`config.mk`:
```
export PLATFORM = sky130hd
export DESIGN_NAME = sha256_msg_sched_flat
export DESIGN_NICKNAME = d
export VERILOG_FILES = /design/src/rtl/sha256_msg_sched_if.sv /design/src/rtl/sha256_msg_sched.sv /design/src/flat_wrapper.sv
export SDC_FILE = /design/constraint.sdc
export NUM_CORES = 1
export LEC_CHECK = 0
export BUFFER_PORTS_ARGS = -buffer_cell sky130_fd_sc_hd__buf_2
export CORE_MARGIN = 2
export CORE_UTILIZATION = 56
export CTS_CLUSTER_SIZE = 25
export DETAILED_ROUTE_END_ITERATION = 8
export PLACE_DENSITY = 0.87
export SETUP_SLACK_MARGIN = 0.2
export SLEW_MARGIN = 20
export SYNTH_ARGS = -nofsm -noshare
export SYNTH_HDL_FRONTEND = slang
export SYNTH_SLANG_ARGS = --single-unit
```
`constraint.sdc`:
```
create_clock -name clk -period 9.4 [get_ports clk]
set_clock_uncertainty 0.05 [all_clocks]
set_input_delay 0.94 -clock clk [delete_from_list [all_inputs] [get_ports clk]]
set_output_delay 0.94 -clock clk [all_outputs]
set_load 0.1 [all_outputs]
```
`src/rtl/sha256_msg_sched_if.sv`:
```
// sha256_msg_sched_if: block-in / word-out handshake bundle for the SHA-256
// message scheduler.
//   blk_valid/blk_ready/blk_data : 512-bit block from the padder (W0 = [511:480])
//   w_valid/w_ready              : schedule word handshake to the round datapath
//   w_data/w_idx/w_last          : word W[w_idx], index 0..63, last-word flag
// Modports: slave = scheduler side, master = producer/consumer side.
interface sha256_msg_sched_if;
  logic         blk_valid;
  logic         blk_ready;
  logic [511:0] blk_data;
  logic         w_valid;
  logic         w_ready;
  logic [31:0]  w_data;
  logic [5:0]   w_idx;
  logic         w_last;

  modport slave (
    input  blk_valid, blk_data, w_ready,
    output blk_ready, w_valid, w_data, w_idx, w_last
  );

  modport master (
    output blk_valid, blk_data, w_ready,
    input  blk_ready, w_valid, w_data, w_idx, w_last
  );
endinterface

```
`src/rtl/sha256_msg_sched.sv`:
```
// sha256_msg_sched: accepts one 512-bit message block and streams the SHA-256
// message schedule W[0..63], one word per w_valid&w_ready handshake.
// W[0..15] come straight from the block; W[16..63] are generated in a sliding
// 16-word window using the lowercase sigma0/sigma1 functions.
// Ports:
//   clk   : clock, all state on rising edge
//   rst_n : asynchronous active-low reset (aborts any block in flight)
//   bus   : sha256_msg_sched_if.slave (block input / word output handshakes)
// Optional feature: define MSG_SCHED_B2B_EN to accept the next block on the
// W63 transfer, giving zero-bubble back-to-back blocks. Without it, blk_ready
// is asserted only in IDLE.
module sha256_msg_sched #(
  parameter int unsigned S0_R0 = 7,
  parameter int unsigned S0_R1 = 18,
  parameter int unsigned S0_SH = 3,
  parameter int unsigned S1_R0 = 17,
  parameter int unsigned S1_R1 = 19,
  parameter int unsigned S1_SH = 10
) (
  input logic               clk,
  input logic               rst_n,
  sha256_msg_sched_if.slave bus
);

  typedef enum logic {IDLE, RUN} state_t;

  state_t      state_q, state_d;
  logic [31:0] win_q [16];
  logic [31:0] win_d [16];
  logic [5:0]  idx_q, idx_d;
  logic        blk_ready;
  logic        w_valid;
  logic        last_w;
  logic [31:0] w_new;

  function automatic logic [31:0] ror(input logic [31:0] x, input int unsigned n);
    return (x >> n) | (x << (32 - n));
  endfunction

  function automatic logic [31:0] sig0(input logic [31:0] x);
    return ror(x, S0_R0) ^ ror(x, S0_R1) ^ (x >> S0_SH);
  endfunction

  function automatic logic [31:0] sig1(input logic [31:0] x);
    return ror(x, S1_R0) ^ ror(x, S1_R1) ^ (x >> S1_SH);
  endfunction

  always_comb begin
    state_d   = state_q;
    idx_d     = idx_q;
    for (int unsigned i = 0; i < 16; i++) win_d[i] = win_q[i];
    blk_ready = 1'b0;
    w_valid   = 1'b0;
    last_w    = (idx_q == 6'd63);
    w_new     = sig1(win_q[14]) + win_q[9] + sig0(win_q[1]) + win_q[0];

    unique case (state_q)
      IDLE: begin
        blk_ready = 1'b1;
      end
      RUN: begin
        w_valid = 1'b1;
`ifdef MSG_SCHED_B2B_EN
        blk_ready = last_w & bus.w_ready;
`endif
        if (bus.w_ready) begin
          for (int unsigned i = 0; i < 15; i++) win_d[i] = win_q[i + 1];
          win_d[15] = w_new;
          if (last_w) begin
            state_d = IDLE;
            idx_d   = '0;
          end else begin
            idx_d = idx_q + 6'd1;
          end
        end
      end
      default: state_d = IDLE;
    endcase

    // A load overrides the shift: in IDLE it is the only action, and on the
    // W63 transfer (back-to-back mode) the retiring window is discarded anyway.
    if (bus.blk_valid && blk_ready) begin
      for (int unsigned i = 0; i < 16; i++) win_d[i] = bus.blk_data[511 - 32*i -: 32];
      idx_d   = '0;
      state_d = RUN;
    end
  end

  always_ff @(posedge clk or negedge rst_n) begin
    if (!rst_n) begin
      state_q <= IDLE;
      idx_q   <= '0;
      for (int unsigned i = 0; i < 16; i++) win_q[i] <= '0;
    end else begin
      state_q <= state_d;
      idx_q   <= idx_d;
      for (int unsigned i = 0; i < 16; i++) win_q[i] <= win_d[i];
    end
  end

  assign bus.blk_ready = blk_ready;
  assign bus.w_valid   = w_valid;
  assign bus.w_data    = (state_q == RUN) ? win_q[0] : '0;
  assign bus.w_idx     = idx_q;
  assign bus.w_last    = (state_q == RUN) && last_w;

endmodule

```
`src/flat_wrapper.sv`:
```
// flat-port wrapper written by rule: the top's interface ports become plain ports
module sha256_msg_sched_flat 
#(
  parameter int unsigned S0_R0 = 7,
  parameter int unsigned S0_R1 = 18,
  parameter int unsigned S0_SH = 3,
  parameter int unsigned S1_R0 = 17,
  parameter int unsigned S1_R1 = 19,
  parameter int unsigned S1_SH = 10
)
  (clk, rst_n, bus_blk_valid, bus_blk_data, bus_w_ready, bus_blk_ready, bus_w_valid, bus_w_data, bus_w_idx, bus_w_last);
  sha256_msg_sched_if bus_i ();
  input logic clk;
  input logic rst_n;
  input wire logic [$bits(bus_i.blk_valid)-1:0] bus_blk_valid;
  input wire logic [$bits(bus_i.blk_data)-1:0] bus_blk_data;
  input wire logic [$bits(bus_i.w_ready)-1:0] bus_w_ready;
  output wire logic [$bits(bus_i.blk_ready)-1:0] bus_blk_ready;
  output wire logic [$bits(bus_i.w_valid)-1:0] bus_w_valid;
  output wire logic [$bits(bus_i.w_data)-1:0] bus_w_data;
  output wire logic [$bits(bus_i.w_idx)-1:0] bus_w_idx;
  output wire logic [$bits(bus_i.w_last)-1:0] bus_w_last;
  assign bus_i.blk_valid = bus_blk_valid;
  assign bus_i.blk_data = bus_blk_data;
  assign bus_i.w_ready = bus_w_ready;
  assign bus_blk_ready = bus_i.blk_ready;
  assign bus_w_valid = bus_i.w_valid;
  assign bus_w_data = bus_i.w_data;
  assign bus_w_idx = bus_i.w_idx;
  assign bus_w_last = bus_i.w_last;
  sha256_msg_sched #(.S0_R0(S0_R0), .S0_R1(S0_R1), .S0_SH(S0_SH), .S1_R0(S1_R0), .S1_R1(S1_R1), .S1_SH(S1_SH)) u_core (.clk(clk), .rst_n(rst_n), .bus(bus_i));
endmodule
```
==> out/metrics.yaml <==
critical_path:
  crit_path_end_kind: "flop"
  rr_endpoint: "u_core.win_q[30]"
  critical_path_arrival_ns: 4.84
  crit_fanout: 11
  endpoint: "u_core.win_q[30]"
  r2r-start: "u_core.win_q[49]"
  crit_start: "u_core.win_q[49]"
  r2r_cells: 11
  critPathLaunchType: "flop"
  worstPathRequired_ns: 9.90
  r2r_slack_ns: 5.06
  crit_type: "reg -> reg"
floorplan:
  initial_core_util_pct: 57.0
  dieArea_um2: 51800
  rows: 81
  io_pins: 557
  die_y_um: 228
  fp.coreArea_um2: 49200
  die_w_um: 228
detailed_routing:
  ant_nets: 0
  via_per_inst: 5.99
  dr.pass1.iters: 8
  topRoutingLayerUsed: "met5"
  drc: 0
  drt_iter0_markers: 4097
  met2_length_mm: 45.0
  vias: 27200
  wire_per_inst_um: 22.4
  drt-met1-wl_mm: 38.6
  wirelength_mm: 102
  met3_length_mm: 11.0
timing:
  tns_ns: 0
  slew_headroom_pct: 23.3
  finalCriticalPeriod_ns: 4.34
  grt_setup_unrepaired: "no"
  fmax_ghz: 0.231
  tightest_slew_ns: 1.15
  setup-violations-final: 0
  hold_violations: 0
  finalHoldWorstSlack_ns: 0.268
  slew_violations: 0
  period_share_pct: 46.1
clock_tree:
  numCtsBuffers: 53
  ctsHoldBuffers: 0
  max-clock-path-buffers: 3
  cts.repair.resized: 0
  cts_tree: "done"
  clk_pin_slew_ns: 0.07
  cts.sinks: 519
  postCtsSetupBuffers: 0
  cts-root-buf: "clkbuf_16"
  clock_latency_ns: 0.63
  cts.htree.levels: 2
pwr:
  p_total_mw: 14.7
  ir_worst_vdd_uv: 459
  power_density_nw_per_um2: 449
  cellLeakagePower_nw: 15.4
synthesis:
  synth_edf_count: 0
  synth-seq-cells: 519
  syn_inst: 3498
  synth.avg_cell_area_um2: 8.00
  syn_nets: 4108
  synth_flop_cell: "dfrtp_1"
  synth.distinct_cells: 62
  async_flop_share_pct: 100
  ys_warn_count: 0
  netlist_area_um2: 28000
  yosysSeqAreaShare_pct: 46.4
cells_and_area:
  finish.utilization_pct: 66.3
  drive_above_1_share_pct: 17.5
  area_growth_pct: 16.5
  fin_nets: 4439
global_routing:
  grt_usage_pct: 38.9
  grt_max_degree: 242
  overflow: 0
  grt_pass1_vias: 25100
  grt_pass1_wl_mm: 149
  antenna_found_initial: 16
place:
  routabilityCongestion: 1.04
  port_buffers: 556
  dpl.hpwl_mm: 74.2
job:
  drv_cap: 0
outcome:
  status: "completed"
hold_path:
  min_path_type: "in -> async"
## flip-flops by register name (all words and copies together), names as in the netlist
signal and flops:
u_core.win_q 512, u_core.state_q 1, u_core.bus.w_idx 6
## where the power goes
group	total (mW)	leakage [nW]	switching [mW]	internal [mW]
Clock	2.24	0.910	0.965	1.28
Sequential	3.44	5.27	0.607	2.83
Combinational	8.98	9.23	5.72	3.26
Total	14.7	15.4	7.29	7.37
## through the flow
step,worst slack (ns),instances,cell area [um2]
after floorplan,5.13,3498,28000
after global placement,5.20,4438,30700
after detailed placement,5.15,4438,30700
after CTS,5.13,4537,32600
after global routing,4.90,4546,32600
final,5.06,4548,32600
## Yosys cell counts, types with 3 or more instances
cell	count	share of area [%]
a21oi_2	3	0.094
o21ai_0	27	0.48
xnor2_1	119	3.7
and3_1	13	0.29
dfrtp_1	519	46
and4_1	3	0.094
fa_1	62	4.4
or3_1	3	0.067
a211oi_1	6	0.16
o31ai_1	3	0.080
nor2_1	539	7.2
nand4_1	10	0.22
nand2_1	1076	14
and2_1	10	0.22
buf_2	4	0.072
a31o_1	3	0.094
o211ai_1	7	0.19
o21a_1	11	0.29
nor3_1	12	0.21
ha_1	32	1.4
a21o_1	6	0.16
a31oi_1	492	11
xor2_1	16	0.50
inv_1	131	1.8
a21oi_1	40	0.72
clkbuf_1	274	3.7
nand3_1	16	0.29
buf_1	13	0.17
## worst max-delay path, stage by stage (launching register included)
cell       delay (ns)
dfrtp_1          0.46
xnor2_1          0.17
xnor2_1          0.33
fa_1             0.50
fa_1             0.47
ha_1             0.39
a21oi_1          0.25
o211ai_1         0.16
o2111ai_1        0.24
o211ai_1         0.51
or4_1            0.63
nand4_1          0.10
## how the worst min path moves through the flow
stage	from	endpoint	slack (ns)	cells past startpoint
floorplan	u_core.win_q[3]	u_core.win_q[3]	0.43	1
global placement	u_core.bus.w_idx[5]	u_core.bus.w_idx[5]	0.45	1
detailed placement	u_core.bus.w_idx[5]	u_core.bus.w_idx[5]	0.46	1
CTS	rst_n	u_core.bus.w_idx[4]	0.30	1
global route	rst_n	u_core.win_q[351]	0.34	1
finish	rst_n	u_core.win_q[223]	0.27	1
## routing by layer
layer,GRT usage (%),up-vias
li1,-,12200
met1,52.6,12900
met2,57.5,1794
met3,7.82,401
met4,25.2,10
met5,0,-
## layout make-up
class / instances / area (um2)
Clock inverter: 22 / 243
Clock buffer: 77 / 1610
Timing Repair Buffer: 571 / 3020
Tap cell: 664 / 831
Multi-Input combinational cell: 2552 / 13400
Antenna cell: 11 / 27.5
Fill cell: 4017 / 16500
Sequential cell: 519 / 13000
Inverter: 132 / 495
## layout by cell type, fill, tap and decap left out, types with 7 or more instances in the layout
| master | synthesis | final |
|---|---|---|
| nand2_1 | 1076 | 1074 |
| buf_2 | 4 | 555 |
| nor2_1 | 539 | 539 |
| dfrtp_1 | 519 | 519 |
| a31oi_1 | 492 | 492 |
| inv_1 | 131 | 131 |
| xnor2_1 | 119 | 119 |
| fa_1 | 62 | 62 |
| clkbuf_16 | 0 | 53 |
| a21oi_1 | 40 | 40 |
| ha_1 | 32 | 32 |
| o21ai_0 | 27 | 27 |
| clkbuf_8 | 0 | 19 |
| xor2_1 | 16 | 16 |
| nand3_1 | 16 | 16 |
| and3_1 | 13 | 13 |
| nor3_1 | 12 | 12 |
| diode_2 | 0 | 11 |
| o21a_1 | 11 | 11 |
| and2_1 | 10 | 10 |
| nand4_1 | 10 | 10 |
| clkinv_2 | 0 | 10 |
| buf_12 | 0 | 9 |
| o211ai_1 | 7 | 7 |
## cells by family after synthesis
group	share of synthesized area, %
AOI/OAI and AO/OA	14.3
DFF	46.4
buffers and inverters	5.82
xor gates and xnor gates	4.22
and+or+nand+nor	23.4
muxes	0.0715
adders and majority gates	5.86
(Power assumes the default switching activity.)
